[src/rtl/fir_seq_pkg.sv]
// Shared types and default widths for the FIR batch sequencer.
// The state enum is also exported on the top-level debug port.
package fir_seq_pkg;

    localparam int DEF_CNT_W = 16;
    localparam int DEF_LAT_W = 20;
    localparam int DEF_TO_W  = 24;

    localparam logic [DEF_LAT_W-1:0] LAT_SAT = '1;

    typedef enum logic [2:0] {
        IDLE  = 3'd0,
        ISSUE = 3'd1,
        WAIT  = 3'd2,
        GAP   = 3'd3,
        FIN   = 3'd4,
        ERR   = 3'd5
    } fir_seq_state_e;

endpackage

[src/rtl/fir_lat_stats.sv]
// Saturating per-frame latency counter with last/min/max capture registers.
// start reloads the counter to 1, so the first ISSUE cycle already counts as one.
module fir_lat_stats #(
    parameter int LAT_W = 20
) (
    input  logic             clk,
    input  logic             rst_n,
    input  logic             clear,
    input  logic             start,
    input  logic             capture,
    output logic [LAT_W-1:0] lat_last,
    output logic [LAT_W-1:0] lat_min,
    output logic [LAT_W-1:0] lat_max
);
    localparam logic [LAT_W-1:0] SAT = '1;

    logic [LAT_W-1:0] cnt_q, cnt_d;
    logic [LAT_W-1:0] last_q, last_d;
    logic [LAT_W-1:0] min_q, min_d;
    logic [LAT_W-1:0] max_q, max_d;

    always_ff @(posedge clk or negedge rst_n) begin
        if (!rst_n) begin
            cnt_q  <= '0;
            last_q <= '0;
            min_q  <= SAT;
            max_q  <= '0;
        end else begin
            cnt_q  <= cnt_d;
            last_q <= last_d;
            min_q  <= min_d;
            max_q  <= max_d;
        end
    end

    always_comb begin
        cnt_d  = cnt_q;
        last_d = last_q;
        min_d  = min_q;
        max_d  = max_q;
        // A capture on the same edge as start still sees the finishing frame's count.
        if (start) begin
            cnt_d = LAT_W'(1);
        end else if (clear) begin
            cnt_d = '0;
        end else if (cnt_q != SAT) begin
            cnt_d = cnt_q + LAT_W'(1);
        end
        if (clear) begin
            last_d = '0;
            min_d  = SAT;
            max_d  = '0;
        end else if (capture) begin
            last_d = cnt_q;
            min_d  = (cnt_q < min_q) ? cnt_q : min_q;
            max_d  = (cnt_q > max_q) ? cnt_q : max_q;
        end
    end

    assign lat_last = last_q;
    assign lat_min  = min_q;
    assign lat_max  = max_q;

endmodule

[src/rtl/fir_batch_sequencer.sv]
// Issues batches of ap_ctrl_hs transactions to the FIR core with gap, stop,
// per-frame watchdog and latency statistics.
module fir_batch_sequencer
    import fir_seq_pkg::*;
#(
    parameter int CNT_W = DEF_CNT_W,
    parameter int LAT_W = DEF_LAT_W,
    parameter int TO_W  = DEF_TO_W
) (
    input  logic             ap_clk,
    input  logic             ap_rst_n,
    input  logic             cmd_start,
    input  logic             cmd_stop,
    input  logic [CNT_W-1:0] cfg_num_frames,
    input  logic [LAT_W-1:0] cfg_gap,
    input  logic [TO_W-1:0]  cfg_timeout,
    output logic             core_start,
    input  logic             core_ready,
    input  logic             core_done,
    input  logic             core_idle,
    output logic             busy,
    output logic             batch_done,
    output logic             err_timeout,
    output logic [CNT_W-1:0] frames_done,
    output logic [LAT_W-1:0] lat_last,
    output logic [LAT_W-1:0] lat_min,
    output logic [LAT_W-1:0] lat_max,
    output fir_seq_state_e   dbg_state
);
    fir_seq_state_e   state_q, state_d, after_done;
    logic [CNT_W-1:0] frames_done_q, frames_done_d, num_q, num_d;
    logic [LAT_W-1:0] gap_q, gap_d, gap_cnt_q, gap_cnt_d;
    logic [TO_W-1:0]  to_q, to_d, wd_q, wd_d;
    logic             stop_q, stop_d, batch_done_q, batch_done_d, err_q, err_d;
    logic             accept, in_frame, done_ev, timeout_hit, frame_last, start_frame;

    always_ff @(posedge ap_clk or negedge ap_rst_n) begin
        if (!ap_rst_n) begin
            state_q <= IDLE;
        end else begin
            state_q <= state_d;
        end
    end

    always_comb begin
        accept      = cmd_start && core_idle && (state_q == IDLE || state_q == ERR);
        in_frame    = (state_q == ISSUE) || (state_q == WAIT);
        // Completion in ISSUE only counts once the core has also taken the start.
        done_ev     = core_done && ((state_q == WAIT) || (state_q == ISSUE && core_ready));
        timeout_hit = (to_q != '0) && (wd_q == to_q);
        frame_last  = (num_q != '0) && (frames_done_q + CNT_W'(1) == num_q);
        if (frame_last || stop_q || cmd_stop) begin
            after_done = FIN;
        end else if (gap_q != '0) begin
            after_done = GAP;
        end else begin
            after_done = ISSUE;
        end
        state_d = state_q;
        case (state_q)
            IDLE:    if (accept) state_d = ISSUE;
            ISSUE: begin
                if (done_ev)          state_d = after_done;
                else if (timeout_hit) state_d = ERR;
                else if (core_ready)  state_d = WAIT;
            end
            WAIT: begin
                if (done_ev)          state_d = after_done;
                else if (timeout_hit) state_d = ERR;
            end
            GAP:     if (gap_cnt_q <= LAT_W'(1)) state_d = ISSUE;
            FIN:     state_d = IDLE;
            ERR:     if (accept) state_d = ISSUE;
            default: state_d = IDLE;
        endcase
    end

    always_comb begin
        core_start  = (state_q == ISSUE);
        busy        = (state_q == ISSUE) || (state_q == WAIT) || (state_q == GAP);
        dbg_state   = state_q;
        batch_done  = batch_done_q;
        err_timeout = err_q;
        frames_done = frames_done_q;
    end

    always_ff @(posedge ap_clk or negedge ap_rst_n) begin
        if (!ap_rst_n) begin
            frames_done_q <= '0;
            num_q         <= '0;
            gap_q         <= '0;
            gap_cnt_q     <= '0;
            to_q          <= '0;
            wd_q          <= '0;
            stop_q        <= 1'b0;
            batch_done_q  <= 1'b0;
            err_q         <= 1'b0;
        end else begin
            frames_done_q <= frames_done_d;
            num_q         <= num_d;
            gap_q         <= gap_d;
            gap_cnt_q     <= gap_cnt_d;
            to_q          <= to_d;
            wd_q          <= wd_d;
            stop_q        <= stop_d;
            batch_done_q  <= batch_done_d;
            err_q         <= err_d;
        end
    end

    always_comb begin
        start_frame   = (state_d == ISSUE) && ((state_q != ISSUE) || done_ev);
        num_d         = accept ? cfg_num_frames : num_q;
        gap_d         = accept ? cfg_gap : gap_q;
        to_d          = accept ? cfg_timeout : to_q;
        frames_done_d = frames_done_q;
        if (accept)       frames_done_d = '0;
        else if (done_ev) frames_done_d = frames_done_q + CNT_W'(1);
        wd_d = wd_q;
        if (start_frame)   wd_d = TO_W'(1);
        else if (in_frame) wd_d = wd_q + TO_W'(1);
        gap_cnt_d = gap_cnt_q;
        if (done_ev)               gap_cnt_d = gap_q;
        else if (state_q == GAP)   gap_cnt_d = gap_cnt_q - LAT_W'(1);
        stop_d = stop_q;
        if (accept || state_q == FIN) stop_d = 1'b0;
        else if (cmd_stop && busy)    stop_d = 1'b1;
        batch_done_d = batch_done_q;
        if (accept)              batch_done_d = 1'b0;
        else if (state_d == FIN) batch_done_d = 1'b1;
        err_d = err_q;
        if (accept)              err_d = 1'b0;
        else if (state_d == ERR) err_d = 1'b1;
    end

    fir_lat_stats #(
        .LAT_W (LAT_W)
    ) u_lat_stats (
        .clk      (ap_clk),
        .rst_n    (ap_rst_n),
        .clear    (accept),
        .start    (start_frame),
        .capture  (done_ev),
        .lat_last (lat_last),
        .lat_min  (lat_min),
        .lat_max  (lat_max)
    );

endmodule

[config.mk]
export PLATFORM = sky130hd
export DESIGN_NAME = fir_batch_sequencer
export DESIGN_NICKNAME = d
export VERILOG_FILES = /design/src/rtl/fir_seq_pkg.sv /design/src/rtl/fir_lat_stats.sv /design/src/rtl/fir_batch_sequencer.sv
export SDC_FILE = /design/constraint.sdc
export NUM_CORES = 1
export LEC_CHECK = 0
export BUFFER_PORTS_ARGS = -buffer_cell sky130_fd_sc_hd__buf_2
export CORE_ASPECT_RATIO = 1.25
export CORE_MARGIN = 4
export CORE_UTILIZATION = 55
export CTS_CLUSTER_SIZE = 8
export DETAILED_ROUTE_END_ITERATION = 16
export PLACE_DENSITY = 0.76
export SLEW_MARGIN = 20
export SYNTH_ARGS = -nofsm -noshare
export SYNTH_HDL_FRONTEND = slang
export SYNTH_HIERARCHICAL = 1
export SYNTH_SLANG_ARGS = --single-unit
export TNS_END_PERCENT = 20
[constraint.sdc]
create_clock -name ap_clk -period 3.75 [get_ports ap_clk]
set_input_delay 0.5625 -clock ap_clk [delete_from_list [all_inputs] [get_ports ap_clk]]
set_output_delay 0.5625 -clock ap_clk [all_outputs]
set_load 0.02 [all_outputs]
Word-level counts from Yosys, hierarchy flattened
Cells that the tools add are included.
{ "op_classes": {"n_addsub": 4, "n_lt_le_gt_ge": 3, "n_eq_ne": 12, "n_mux": 33, "n_reduce_logical": 32} }
{ "ops": {"columns": ["operator", "n"], "rows": [
  ["two-way mux 20 bit", 13],
  ["two-way mux 24 bit", 2],
  ["two-way mux 16 bit", 2],
  ["adder 24 x 1 -> 24 bit (second input constant)", 1],
  ["equality test 24 bit", 1],
  ["two-way mux 3 bit", 8],
  ["nonzero test 24 bit", 1],
  ["adder 20 x 1 -> 20 bit (second input constant)", 1],
  ["> comparator 20 bit", 1],
  ["<= comparator 20 x 1 -> 1 bit (second input constant)", 1],
  ["less-than comparator 20 bit", 1],
  ["inequality test 20 bit (second input constant)", 1],
  ["nonzero test 20 bit", 1],
  ["subtractor 20 x 1 -> 20 bit (second input constant)", 1],
  ["adder 16 x 1 -> 16 bit (second input constant)", 1],
  ["equality test 16 bit", 1],
  ["nonzero test 16 bit", 1],
  ["nonzero test 2 bit", 8],
  ["equality test 3 bit (second input constant)", 4],
  ["case mux 3 bit (4 select lines)", 1],
  ["logical AND 1 bit", 8],
  ["logical OR 1 bit", 8],
  ["equality test 3 x 1 -> 1 bit (second input constant)", 2],
  ["equality test 3 x 2 -> 1 bit (second input constant)", 2],
  ["7 further kinds", 13]
]} }
{ "word_totals": {"register_bits": 206, "in_bits": 67, "out_inout_bits": 83, "wordCells": 98} }

Longest topological paths before layout
Gate-level depths: netlist (run 1).
{ "depth": {"ltp_word": 11, "depth_mapped": 15, "depth_no_buf": 12} }

Cells and area by module
The synthesis (run 1) kept the hierarchy.
{ "by_module_without_submodules": {"columns": ["module", "instances", "cells_per_inst", "area_each_um2", "seq_area_each_um2"], "rows": [
  ["fir_batch_sequencer", 1, 775, 6746.5, 3153.0],
  ["fir_lat_stats", 1, 547, 5034.8, 2026.9]
]} }

Worst setup path before layout (run 1)
Ideal clock, no wire load.
{ "synth_path": {"path_kind": "reg-to-reg", "startpoint": "register frames_done_q[1], in the netlist frames_done[1]", "endpoint": "register u_lat_stats.cnt_q[11]", "setup_ns": 0.072, "arrival_time_ns": 3.015, "required_time_ns": 3.678, "setup_slack_ns": 0.662, "path_stages_with_launch": 15, "n_path_buf": 4, "synth_period_minus_slack_ns": 3.088, "cell_sequence": "dfrtp_1 -> ha_1 -> nand3_1 -> buf_2 -> nor4_1 -> o2111a_1 -> o2111a_1 -> nand4_1 -> and3_1 -> buf_6 -> and2_1 -> or2_2 -> clkbuf_1 -> clkbuf_1 -> nor2_1"} }
{ "synth_between": {"elab_chain_len": 11, "word_cells_on_any_way": 13, "classes_between": "add/sub: 1; eq/ne: 2; mux: 5; reduce/logical: 5"} }
{ "synth_lines": {"columns": ["element", "line", "rtl"], "rows": [
  ["from (decl)", "fir_batch_sequencer.sv:31", "logic [CNT_W-1:0] frames_done_q, frames_done_d, num_q, num_d;"],
  ["from (signal assigned)", "fir_batch_sequencer.sv:99", "frames_done_q <= frames_done_d;"],
  ["adder 16 x 1 -> 16 bit (*)", "fir_batch_sequencer.sv:51", "frame_last = (num_q != '0) && (frames_done_q + CNT_W'(1) == num_q);"],
  ["equality test 16 bit (*)", "fir_batch_sequencer.sv:51", null],
  ["logical AND 1 bit (*)", "fir_batch_sequencer.sv:51", null],
  ["logical OR 1 bit (*) (2 in a row)", "fir_batch_sequencer.sv:52", "if (frame_last || stop_q || cmd_stop) begin"],
  ["two-way mux 3 bit (*)", "fir_batch_sequencer.sv:52", null],
  ["two-way mux 3 bit, on equally long branches", "fir_batch_sequencer.sv:68, fir_batch_sequencer.sv:63", null],
  ["case mux 3 bit (4 select lines) (*)", "fir_batch_sequencer.sv:60", "case (state_q)"],
  ["equality test 3 x 1 -> 1 bit (*)", "fir_batch_sequencer.sv:112", "start_frame = (state_d == ISSUE) && ((state_q != ISSUE) || done_ev);"],
  ["logical AND 1 bit (*)", "fir_batch_sequencer.sv:112", null],
  ["via start_frame", "fir_batch_sequencer.sv:35", "logic accept, in_frame, done_ev, timeout_hit, frame_last, start_frame;"],
  ["nonzero test 3 bit (no line) or two-way mux 20 bit (tied branches)", null, null],
  ["to (signal assigned)", "fir_lat_stats.sv:29", "cnt_q <= cnt_d;"],
  ["to (decl)", "fir_lat_stats.sv:17", "logic [LAT_W-1:0] cnt_q, cnt_d;"]
]} }
Mark *: on every way through the listed nets, which the timed path passes. The rest lies on a longest branch.
A chain may end at the register's enable or synchronous reset.

Worst setup path in the final report (run 1)
{ "layout_path": {"startpoint": "register frames_done_q[5], in the netlist frames_done[5]", "endpoint": "register u_lat_stats.cnt_q[14]"} }
The elaborated chain is that of the path after synthesis.

==> results of run 1 <==
## logic make-up (layout without fill, tap and decap cells)
family,count (synthesis),in the layout
fa+ha+maj,44,44
compound gates,237,237
flops,206,206
simple gates,591,591
mux,22,22
xor+xnor,78,78
buf+inv,144,284
## power groups by stage
| stage | Clock, W | Combinational [W] | Sequential (W) |
|---|---|---|---|
| final | 0.00239 | 0.00370 | 0.00365 |
| after global routing | 0.00253 | 0.00414 | 0.00373 |
| after CTS | 0.00244 | 0.00370 | 0.00364 |
| after detailed placement | 0 | 0.00367 | 0.00366 |
| after global placement | 0 | 0.00359 | 0.00365 |
| after floorplan | 0 | 0.00262 | 0.00365 |
## cells in the final DEF (no fill, tap or decap), types with 20 or more instances in the layout
cell,netlist,final
sky130_fd_sc_hd__nand2_1,244,244
sky130_fd_sc_hd__xnor2_1,43,43
sky130_fd_sc_hd__nand4b_1,40,40
sky130_fd_sc_hd__buf_2,21,148
sky130_fd_sc_hd__o21ai_1,22,21
sky130_fd_sc_hd__buf_4,4,23
sky130_fd_sc_hd__nand3_1,55,55
sky130_fd_sc_hd__clkbuf_1,50,22
sky130_fd_sc_hd__nor3b_1,20,20
sky130_fd_sc_hd__xor2_1,34,34
sky130_fd_sc_hd__nor4_1,27,27
sky130_fd_sc_hd__nor3_1,31,31
sky130_fd_sc_hd__a21oi_2,20,20
sky130_fd_sc_hd__dfrtp_1,186,186
sky130_fd_sc_hd__nand4_1,25,25
sky130_fd_sc_hd__nor2_1,90,90
sky130_fd_sc_hd__inv_1,55,55
sky130_fd_sc_hd__a21oi_1,57,56
sky130_fd_sc_hd__ha_1,44,44
sky130_fd_sc_hd__dfstp_2,20,20
sky130_fd_sc_hd__mux2i_1,22,22
sky130_fd_sc_hd__a31oi_1,30,30
sky130_fd_sc_hd__o21ai_0,46,46
sky130_fd_sc_hd__clkbuf_16,0,29
## registers in the layout, summed over array words and instances (netlist names), 3 cells and up
| name | count |
|---|---|
| dbg_state | 3 |
| frames_done | 16 |
| gap_cnt_q | 20 |
| gap_q | 20 |
| num_q | 16 |
| to_q | 24 |
| u_lat_stats/cnt_q | 20 |
| u_lat_stats/lat_last | 20 |
| u_lat_stats/lat_max | 20 |
| u_lat_stats/lat_min | 20 |
| wd_q | 24 |
## worst max-delay path: stages, from the launching register on
cell                       delay (ns)
sky130_fd_sc_hd__dfrtp_1         0.50
sky130_fd_sc_hd__nand4_2         0.38
sky130_fd_sc_hd__nor4_1          0.62
sky130_fd_sc_hd__xnor2_1         0.18
sky130_fd_sc_hd__o2111a_1        0.19
sky130_fd_sc_hd__nand4_1         0.21
sky130_fd_sc_hd__and3_1          0.27
sky130_fd_sc_hd__and2_1          0.19
sky130_fd_sc_hd__or2_2           0.44
sky130_fd_sc_hd__a211oi_1        0.22
## final timing paths
kind / from / cells after the start / to
worst max-delay path: frames_done[5]$_DFFE_PN0P_ / 9 / u_lat_stats/cnt_q[14]$_DFFE_PN0P_
worst min-delay path: ap_rst_n / 1 / num_q[4]$_DFFE_PN0P_
worst max register to register: frames_done[5]$_DFFE_PN0P_ / 9 / u_lat_stats/cnt_q[14]$_DFFE_PN0P_
worst min register to register: u_lat_stats/lat_min[0]$_DFFE_PN1P_ / 2 / u_lat_stats/lat_min[0]$_DFFE_PN1P_
max in group asynchronous: ap_rst_n / 2 / u_lat_stats/lat_min[2]$_DFFE_PN1P_
min in group ap_clk: cfg_gap[13] / 3 / gap_q[13]$_DFFE_PN0P_
## area by class of cell
| cell class | instances | share of cell area (%) |
|---|---|---|
| clock buffer | 52 | 6.06 |
| inverter | 57 | 1.60 |
| multi-input combinational | 972 | 44.3 |
| sequential | 206 | 38.2 |
| tap | 274 | 2.53 |
| timing repair buffer | 175 | 7.28 |
## cells in the mapped netlist (all sizes together) (34+ instances only)
cell type  count  share of area [%]
xnor2         43                3.2
clkbuf        50                1.6
dfrtp        186                 40
xor2          34                2.5
o21ai         68                2.9
nand3         56                2.4
inv           56                1.8
a21oi         77                3.9
ha            44                4.7
buf           37                1.8
nor2          90                2.9
nand2        244                7.8
nand4b        40                3.0
## metal layers
metal / share of wire (%) / wire length [um] / vias to the layer above
li1: - / - / 4907
met1: 42 / 13000 / 4912
met2: 50 / 15300 / 330
met3: 5.4 / 1650 / 67
met4: 3.0 / 910 / 0
met5: 0 / 0 / -
## stage by stage
| step | hold WS [ns] | worst slack (ns) | power (W) | cells |
|---|---|---|---|---|
| 2_1_floorplan | 0.267 | 0.662 | 0.00627 | 1322 |
| 3_3_place_gp | 0.486 | 0.631 | 0.00724 | 1684 |
| 3_5_place_dp | 0.496 | 0.539 | 0.00733 | 1684 |
| 4_1_cts | 0.131 | 0.501 | 0.00978 | 1736 |
| 5_1_grt | 0.165 | 0.169 | 0.0104 | 1736 |
| 6_report | 0.112 | 0.458 | 0.00974 | 1736 |
==> run_results.csv, run 1 <==
group,metric,value,unit
status,run_status,"finished clean",
clock_network,tritoncts_clock_tree,"done",
detailed_routing,detail_route.wirelength,30800,um
synthesis,syn_area_per_cell,8.91,um^2
floorplan,std_cell_rows,59,
synthesis,simple_gate_area_share_of_the_yosys_netlist,25.3,%
layout,total_area_of_multi_input_combinational_cells,6010,um^2
synthesis,yosys_synthesis_warning_count,6,
synthesis,synthesis.area,11800,um^2
detailed_routing,drtIter0Drc,770,
pwr,comb_power_share,38.0,%
layout,postLayoutCoreUtil,64.7,%
global_routing,grt_pass1_wl,50900,um
placed_design,io_buffers,149,
sta,finalSetupViolCount,0,
floorplan,fp.dieH,172,um
synthesis,synth_flop_type,"sky130_fd_sc_hd__dfrtp_1",
floorplan,dieArea,23800,um^2
global_routing,first_global_vias,10200,
synthesis,synth.net_count,1433,
synthesis,synthesized_area_fraction_occupied_by_ao_oa_aoi_and_oai_cells,13.0,%
synthesis,combinational_family_with_the_most_area_after_synthesis,"simple AND/OR/NAND/NOR gates",
setup_path,critPathMaxFanout,16,
global_routing,antenna_found_initial,0,
setup_path,cp-end-kind,"flip-flop",
sta,slew_violations,0,
placed_design,placed_area,12700,um^2
layout,n_antenna_cell,0,
global_routing,groute.layer.met1.usage,33.2,%
pwr,swShare,40.9,%
layout,synthesis_to_layout_area_growth,15.0,%
synthesis,count_of_flip_flops_with_a_built_in_enable_after_synthesis,0,
hold_path,holdCritPathClass,"in -> async",
clock_network,post_cts.repair.setup_buffers,0,
clock_network,ctsLongestPathBuffers,3,
clock_network,cts_inserted_buffers,29,
layout,fillers,1793,
pwr,seq_power_share,37.5,%
synthesis,post_synthesis_sequential_area_ratio,44.0,%
floorplan,placeableCoreArea,21000,um^2
setup_path,critPathKind,"reg -> reg",
synthesis,synthXorXnorAreaFrac,5.92,%
pwr,power.density_cell_area,718,nW/um^2
global_routing,global_route.usage.total,25.5,%
detailed_routing,post-route-drc-count,0,
floorplan,die-width,139,um
detailed_routing,routed-via-count,10200,
sta,rsz0062_at_grt,"no",
clock_network,cts_resized,0,
sta,final_period_minus_worst_setup_slack,3.29,ns
placed_design,detailed_place_hpwl,21200,um
floorplan,num_io_pins,150,
layout,sequential_cell_area,5180,um^2
pwr,intPower,0.00576,W
global_routing,grt_start_max_net_pins,91,
pwr,power.leakage,6.44,nW
global_routing,overflow,0,
synthesis,synthMuxAreaShare,1.87,%
sta,slew_headroom,42.2,%
global_routing,groute.layer.met2.usage,44.8,%
sta,tightestPinTransition,0.867,ns
placed_design,place_congestion,0.901,
detailed_routing,drt-vias-per-instance,5.88,
layout,num-nets-final,1552,
sta,fmax,304,MHz
detailed_routing,ant_nets,0,
synthesis,synth.lib_cells_used.distinct,72,
setup_path,timing.critical_path.required,4.18,ns
clock_network,ctsRootBufferMaster,"sky130_fd_sc_hd__clkbuf_16",
pwr,ir_drop,0.000447,V
setup_path,startpoint_type,"flip-flop",
pwr,total_switching_power,0.00398,W
clock_network,clkTransAtPathRegs,0.05,ns
synthesis,yosys_register_bits,206,
clock_network,cts.htree.levels,1,
setup_path,reg2reg_slack,0.46,ns
setup_path,worst_path_arrival_time,3.72,ns
pwr,clockPowerShare,24.5,%
detailed_routing,first_pass_iters,5,
clock_network,clock_latency,0.53,ns
synthesis,ys_async_sr_fraction,100,%
sta,setup_tns,0,ns
sta,hold_violations,0,
clock_network,clkSinkCount,206,
synthesis,synthAdderAreaFrac,4.67,%
sta,finalClockSkew,0.0121,ns
sta,final.period_utilization,87.8,%
detailed_routing,detail_route.wl_per_cell,17.8,um
global_routing,groute.layer.met3.usage,2.95,%
clock_network,ctsHoldBuffers,0,
layout,finalInstanceArea,13600,um^2
flow_run,maxCapViolCount,0,
layout,post_route_cells_drive_above_1_share,18.1,%
floorplan,initial_utilization,56.2,%
global_routing,global_route.peak_usage_layer,"met2",
synthesis,synthesis.instances,1322,
(Power assumes the default switching activity.)
==> run 2: changes to the inputs <==
--- a/config.mk
+++ b/config.mk
@@ -8,10 +8,10 @@
 export BUFFER_PORTS_ARGS = -buffer_cell sky130_fd_sc_hd__buf_2
 export CORE_ASPECT_RATIO = 1.25
 export CORE_MARGIN = 4
-export CORE_UTILIZATION = 55
+export CORE_UTILIZATION = 48
 export CTS_CLUSTER_SIZE = 8
 export DETAILED_ROUTE_END_ITERATION = 16
-export PLACE_DENSITY = 0.76
+export PLACE_DENSITY = 0.71
 export SLEW_MARGIN = 20
 export SYNTH_ARGS = -nofsm -noshare
 export SYNTH_HDL_FRONTEND = slang
==> constraint.sdc (replaced) <==
create_clock -name ap_clk -period 3 [get_ports ap_clk]
set_input_delay 0.45 -clock ap_clk [delete_from_list [all_inputs] [get_ports ap_clk]]
set_output_delay 0.45 -clock ap_clk [all_outputs]
set_load 0.02 [all_outputs]
==> run_results.csv, run 2 (same netlist as run 1, synthesis figures left out) <==
group,metric,value,unit
hold_path,min_from,"cfg_gap[10]",
layout,post_route_cells_drive_above_1_share,20.3,%
floorplan,dieArea,27100,um^2
clock_network,cts.htree.levels,1,
detailed_routing,detail_route.wirelength,32000,um
floorplan,num_io_pins,150,
setup_path,largest_stage_delay_on_the_critical_path,0.51,ns
layout,synthesis_to_layout_area_growth,18.4,%
setup_path,critPathMaxFanout,16,
sta,final_period_minus_worst_setup_slack,2.82,ns
clock_network,clock_latency,0.53,ns
floorplan,die-width,148,um
sta,rsz0062_at_grt,"no",
detailed_routing,first_pass_iters,5,
hold_path,holdCritPathClass,"in -> reg",
setup_path,reg2reg_slack,0.18,ns
hold_path,holdPathEnd,"gap_q[10]$_DFFE_PN0P_",
sta,fmax,355,MHz
setup_path,worst_path_dominant_cell_family,"simple AND/OR/NAND/NOR gates",
setup_path,reg2reg_to,"u_lat_stats/cnt_q[14]$_DFFE_PN0P_",
global_routing,grt_start_max_net_pins,65,
global_routing,antenna_found_initial,0,
layout,mostFrequentLayoutCell,"sky130_fd_sc_hd__nand2_1",
layout,n_antenna_cell,0,
clock_network,ctsLongestPathBuffers,3,
sta,hold_violations,0,
detailed_routing,ant_nets,0,
sta,tightestPinTransition,0.893,ns
sta,final.period_utilization,94.0,%
placed_design,placed_area,13100,um^2
setup_path,cp-end-kind,"flip-flop",
setup_path,critPathKind,"reg -> reg",
layout,final_cells,1820,
setup_path,critical_path.reg2reg.startpoint,"frames_done[10]$_DFFE_PN0P_",
sta,fin_worst_hold_slack,0.111,ns
placed_design,detailed_place_hpwl,22300,um
clock_network,cts_inserted_buffers,29,
detailed_routing,drtIter0Drc,596,
global_routing,first_global_vias,10300,
placed_design,io_buffers,149,
sta,slew_violations,0,
global_routing,overflow,0,
setup_path,slowest_stage,"sky130_fd_sc_hd__dfrtp_1",
flow_run,maxCapViolCount,0,
setup_path,crit_path_cell_trace,"nand4_4 -> or3_1 -> a211o_1 -> a21oi_1 -> nand4_1 -> and3_1 -> and2_1 -> or2_4 -> a211oi_1",
layout,num-nets-final,1585,
pwr,power.density_cell_area,888,nW/um^2
layout,finalInstanceArea,14000,um^2
setup_path,timing.critical_path.required,3.42,ns
clock_network,clkSinkCount,206,
layout,layout_common_cells,"sky130_fd_sc_hd__nand2_1, sky130_fd_sc_hd__dfrtp_1, sky130_fd_sc_hd__buf_2",
floorplan,initial_utilization,49.2,%
placed_design,placed_cells,1767,
status,run_status,"finished clean",
detailed_routing,drt-vias-per-instance,5.67,
layout,postLayoutCoreUtil,58.2,%
placed_design,place_congestion,0.894,
clock_network,post_cts.repair.setup_buffers,0,
sta,finalClockSkew,0.0128,ns
layout,reg_top3,"to_q (24), wd_q (24)",
setup_path,startpoint_type,"flip-flop",
pwr,ir_drop,0.000538,V
floorplan,fp.dieH,183,um
global_routing,global_route.usage.total,23.3,%
global_routing,grt_pass1_wl,52600,um
floorplan,placeableCoreArea,24000,um^2
clock_network,ctsRootBufferMaster,"sky130_fd_sc_hd__clkbuf_16",
sta,finalSetupViolCount,0,
clock_network,tritoncts_clock_tree,"done",
hold_path,worst_hold_path.num_cells,3,
floorplan,std_cell_rows,63,
setup_path,worst_r2r_path_depth,9,
pwr,power.leakage,6.63,nW
clock_network,clkTransAtPathRegs,0.06,ns
setup_path,worst_path_arrival_time,3.24,ns
detailed_routing,post-route-drc-count,0,
setup_path,number_of_buffers_and_inverters_on_the_critical_path,0,
sta,slew_headroom,40.5,%
detailed_routing,routed-via-count,10300,
detailed_routing,detail_route.wl_per_cell,17.6,um
run 2: changes by cell type in the layout (fill, tap and decap cells not counted), moves of 2 or more:
cell / previous run / this run
sky130_fd_sc_hd__buf_4: 23 / 53
sky130_fd_sc_hd__buf_12: 3 / 5
sky130_fd_sc_hd__dfrtp_1: 186 / 184
sky130_fd_sc_hd__dfrtp_2: 0 / 2
sky130_fd_sc_hd__nor4_1: 27 / 25
run 2: stage by stage:
stage / setup TNS, ns / total power, W / worst slack [ns]
floorplan: 0 / 0.00784 / 0.00329
global placement: 0 / 0.00926 / 0.101
detailed placement: -0.0565 / 0.00936 / -0.0397
CTS: 0 / 0.0124 / 0.0830
global route: 0 / 0.0133 / 0.0441
finish: 0 / 0.0124 / 0.179
run 2: final cells by class:
class / instances / area [um^2]
clock buffer: 52 / 822
fill: 2136 / 10000
inverter: 57 / 216
multi-input combinational: 972 / 6060
sequential: 206 / 5180
tap: 325 / 407
timing repair buffer: 208 / 1260
run 2: worst max path at each step:
stage	startpoint	endpoint	slack, ns	depth (start not counted)
6_report	frames_done[10]$_DFFE_PN0P_	u_lat_stats/cnt_q[14]$_DFFE_PN0P_	0.18	9
3_3_place_gp	frames_done[1]$_DFFE_PN0P_	u_lat_stats/cnt_q[10]$_DFFE_PN0P_	0.10	10
4_1_cts	frames_done[1]$_DFFE_PN0P_	u_lat_stats/cnt_q[14]$_DFFE_PN0P_	0.08	10
3_5_place_dp	frames_done[1]$_DFFE_PN0P_	u_lat_stats/cnt_q[14]$_DFFE_PN0P_	-0.04	10
5_1_grt	frames_done[1]$_DFFE_PN0P_	u_lat_stats/cnt_q[10]$_DFFE_PN0P_	0.04	11
2_1_floorplan	frames_done[0]$_DFFE_PN0P_	u_lat_stats/cnt_q[11]$_DFFE_PN0P_	0.003	14
run 2: what timing repair did:
item,4_1_cts,5_1_grt
hold buffers,1,0
pin swaps,0,1
endpoints found under the hold margin,61,0
setup endpoints to repair,5,10
resized for setup,1,7
run 2: worst register-to-register path, stage by stage (launching register included):
cell,delay [ns]
sky130_fd_sc_hd__dfrtp_1,0.51
sky130_fd_sc_hd__nand4_4,0.23
sky130_fd_sc_hd__or3_1,0.39
sky130_fd_sc_hd__a211o_1,0.29
sky130_fd_sc_hd__a21oi_1,0.17
sky130_fd_sc_hd__nand4_1,0.17
sky130_fd_sc_hd__and3_1,0.24
sky130_fd_sc_hd__and2_1,0.18
sky130_fd_sc_hd__or2_4,0.32
sky130_fd_sc_hd__a211oi_1,0.22
run 2: power breakdown:
part	leakage (nW)	total (W)	switching, W	internal (W)
Clock	0.391	0.00300	0.00118	0.00182
Combinational	3.67	0.00493	0.00308	0.00184
Sequential	2.57	0.00446	0.000791	0.00367
Total	6.63	0.0124	0.00506	0.00733
run 2: per-layer routing:
layer	up-vias	track usage [%]	part of all wire, %
met5	-	0	0
met4	0	8.21	3.1
met3	72	3.53	5.9
met2	333	39.5	49
met1	4935	30.5	42
li1	4973	-	-
==> run 3: changes to the inputs <==
--- a/config.mk
+++ b/config.mk
@@ -12,6 +12,7 @@
 export CTS_CLUSTER_SIZE = 8
 export DETAILED_ROUTE_END_ITERATION = 16
 export PLACE_DENSITY = 0.71
+export RECOVER_POWER = 100
 export SLEW_MARGIN = 20
 export SYNTH_ARGS = -nofsm -noshare
 export SYNTH_HDL_FRONTEND = slang
==> run_results.csv, run 3 (same netlist as run 1, synthesis figures left out) <==
group,metric,value,unit
placed_design,placed_area,13100,um^2
pwr,swShare,40.8,%
placed_design,placed_cells,1767,
clock_network,clkSinkCount,206,
layout,num-nets-final,1585,
status,run_status,"finished, violations left",
sta,fmax,355,MHz
detailed_routing,detail_route.wirelength,32100,um
layout,reg_top3,"to_q (24), wd_q (24)",
layout,layout_common_cells,"sky130_fd_sc_hd__nand2_1, sky130_fd_sc_hd__dfrtp_1, sky130_fd_sc_hd__clkbuf_1",
pwr,clockPowerShare,24.5,%
detailed_routing,routed-via-count,10400,
global_routing,overflow,0,
pwr,power.density_cell_area,889,nW/um^2
placed_design,place_congestion,0.894,
floorplan,initial_utilization,49.2,%
layout,mostFrequentLayoutCell,"sky130_fd_sc_hd__nand2_1",
sta,rsz0062_at_grt,"no",
clock_network,cts.htree.levels,1,
global_routing,global_route.usage.total,23.3,%
sta,hold_violations,0,
clock_network,ctsLongestPathBuffers,3,
sta,final_period_minus_worst_setup_slack,2.81,ns
setup_path,critPathMaxFanout,16,
sta,slew_violations,63,
sta,finalClockSkew,0.0110,ns
global_routing,grt_start_max_net_pins,65,
placed_design,detailed_place_hpwl,22300,um
setup_path,worst_path_arrival_time,3.24,ns
setup_path,critical_path.reg2reg.startpoint,"frames_done[1]$_DFFE_PN0P_",
setup_path,startpoint_type,"flip-flop",
setup_path,timing.critical_path.required,3.43,ns
detailed_routing,drt-vias-per-instance,5.69,
global_routing,grt_pass1_wl,52600,um
layout,post_route_cells_drive_above_1_share,13.4,%
layout,total_area_of_multi_input_combinational_cells,5980,um^2
setup_path,cp-end-kind,"flip-flop",
sta,final.period_utilization,93.8,%
pwr,power.leakage,6.38,nW
flow_run,maxCapViolCount,1,
pwr,intPower,0.00722,W
floorplan,fp.dieH,183,um
layout,finalInstanceArea,13700,um^2
sta,slew_headroom,-15.4,%
detailed_routing,drtIter0Drc,655,
clock_network,clkTransAtPathRegs,0.05,ns
detailed_routing,ant_nets,0,
detailed_routing,post-route-drc-count,0,
layout,n_antenna_cell,0,
clock_network,clock_latency,0.53,ns
detailed_routing,detail_route.wl_per_cell,17.6,um
floorplan,std_cell_rows,63,
layout,synthesis_to_layout_area_growth,16.6,%
floorplan,die-width,148,um
hold_path,min_from,"cfg_gap[10]",
pwr,comb_power_share,38.8,%
clock_network,post_cts.repair.setup_buffers,0,
layout,fillers,2200,
floorplan,placeableCoreArea,24000,um^2
clock_network,tritoncts_clock_tree,"done",
setup_path,critPathKind,"reg -> reg",
layout,sequential_cell_area,5180,um^2
sta,finalSetupViolCount,0,
pwr,total_switching_power,0.00498,W
global_routing,antenna_found_initial,0,
layout,final_cells,1820,
setup_path,critPathLaunch,"frames_done[1]$_DFFE_PN0P_",
detailed_routing,first_pass_iters,5,
sta,tightestPinTransition,1.73,ns
clock_network,cts_inserted_buffers,29,
floorplan,num_io_pins,150,
floorplan,dieArea,27100,um^2
pwr,ir_drop,0.000449,V
pwr,seq_power_share,36.6,%
status,violated_checks,"capacitance limit, slew limit",
clock_network,ctsRootBufferMaster,"sky130_fd_sc_hd__clkbuf_16",
placed_design,io_buffers,149,
global_routing,first_global_vias,10300,
hold_path,holdCritPathClass,"in -> reg",
[run 3: changes by cell type in the layout (fill, tap and decap cells not counted), moves of 4 or more]
| cell | previous run | this run |
|---|---|---|
| sky130_fd_sc_hd__o21ai_0 | 46 | 65 |
| sky130_fd_sc_hd__clkbuf_1 | 22 | 103 |
| sky130_fd_sc_hd__a21oi_1 | 56 | 73 |
| sky130_fd_sc_hd__buf_2 | 148 | 73 |
| sky130_fd_sc_hd__o21ai_1 | 21 | 2 |
| sky130_fd_sc_hd__a21oi_2 | 20 | 3 |
| sky130_fd_sc_hd__buf_4 | 53 | 41 |
| sky130_fd_sc_hd__clkbuf_2 | 0 | 4 |
[run 3: path summary, 6_finish.rpt]
check / endpoint / slack (ns) / depth (start not counted)
setup / recovery: u_lat_stats/cnt_q[14]$_DFFE_PN0P_ / 0.19 / 10
hold / removal: gap_q[10]$_DFFE_PN0P_ / 0.11 / 3
setup reg to reg: u_lat_stats/cnt_q[14]$_DFFE_PN0P_ / 0.19 / 10
hold reg to reg: u_lat_stats/lat_min[9]$_DFFE_PN1P_ / 0.50 / 2
max in group asynchronous: u_lat_stats/lat_min[0]$_DFFE_PN1P_ / 0.69 / 3
min in group asynchronous: num_q[3]$_DFFE_PN0P_ / 0.92 / 2
[run 3: critical path: stages (launching register included)]
cell                       delay (ns)
sky130_fd_sc_hd__dfrtp_1         0.44
sky130_fd_sc_hd__ha_1            0.25
sky130_fd_sc_hd__nand3_4         0.16
sky130_fd_sc_hd__nor4_2          0.33
sky130_fd_sc_hd__o2111a_1        0.25
sky130_fd_sc_hd__o2111a_1        0.19
sky130_fd_sc_hd__nand4_1         0.13
sky130_fd_sc_hd__and3_1          0.24
sky130_fd_sc_hd__and2_1          0.19
sky130_fd_sc_hd__or2_4           0.32
sky130_fd_sc_hd__a211oi_1        0.21
[run 3: stage by stage]
stage / utilization [%] / worst slack (ns) / TNS (ns) / hold WS, ns / total power [W]
after floorplan: - / 0.00329 / 0 / 0.154 / 0.00784
after CTS: 58.1 / 0.0830 / 0 / 0.0913 / 0.0124
after global routing: 57.3 / 0.0308 / 0 / 0.103 / 0.0131
final: 57.3 / 0.186 / 0 / 0.111 / 0.0122
after global placement: 54.6 / 0.101 / 0 / 0.484 / 0.00926
after detailed placement: 54.6 / -0.0397 / -0.0565 / 0.484 / 0.00936
[run 3: final cells by class]
class	count	area share [%]
tap	325	2.96
multi-input combinational	972	43.5
timing repair buffer	208	8.23
clock buffer	52	5.99
sequential	206	37.7
inverter	57	1.56
[run 3: what timing repair did]
item                                   CTS  global route
pin swaps                                0             1
cloned                                   0             0
resized for setup                        1             7
setup endpoints to repair                5            10
hold buffers                             1             0
endpoints found under the hold margin   61             0
[run 3: power by group through the flow]
| stage | clock (W) | combinational, W | sequential, W |
|---|---|---|---|
| finish | 0.00300 | 0.00474 | 0.00447 |
| CTS | 0.00307 | 0.00492 | 0.00446 |
| floorplan | 0 | 0.00328 | 0.00456 |
| global placement | 0 | 0.00479 | 0.00447 |
| global route | 0.00319 | 0.00531 | 0.00457 |
| detailed placement | 0 | 0.00488 | 0.00448 |
[run 3: routing by layer]
metal | vias to the layer above | track usage, % | share of wire (%) | wire length, um
li1 | 4972 | - | - | -
met1 | 4964 | 30.5 | 42 | 13500
met2 | 345 | 39.5 | 49 | 15700
met3 | 76 | 3.53 | 5.9 | 1890
met4 | 0 | 8.21 | 3.0 | 952
met5 | - | 0 | 0 | 0
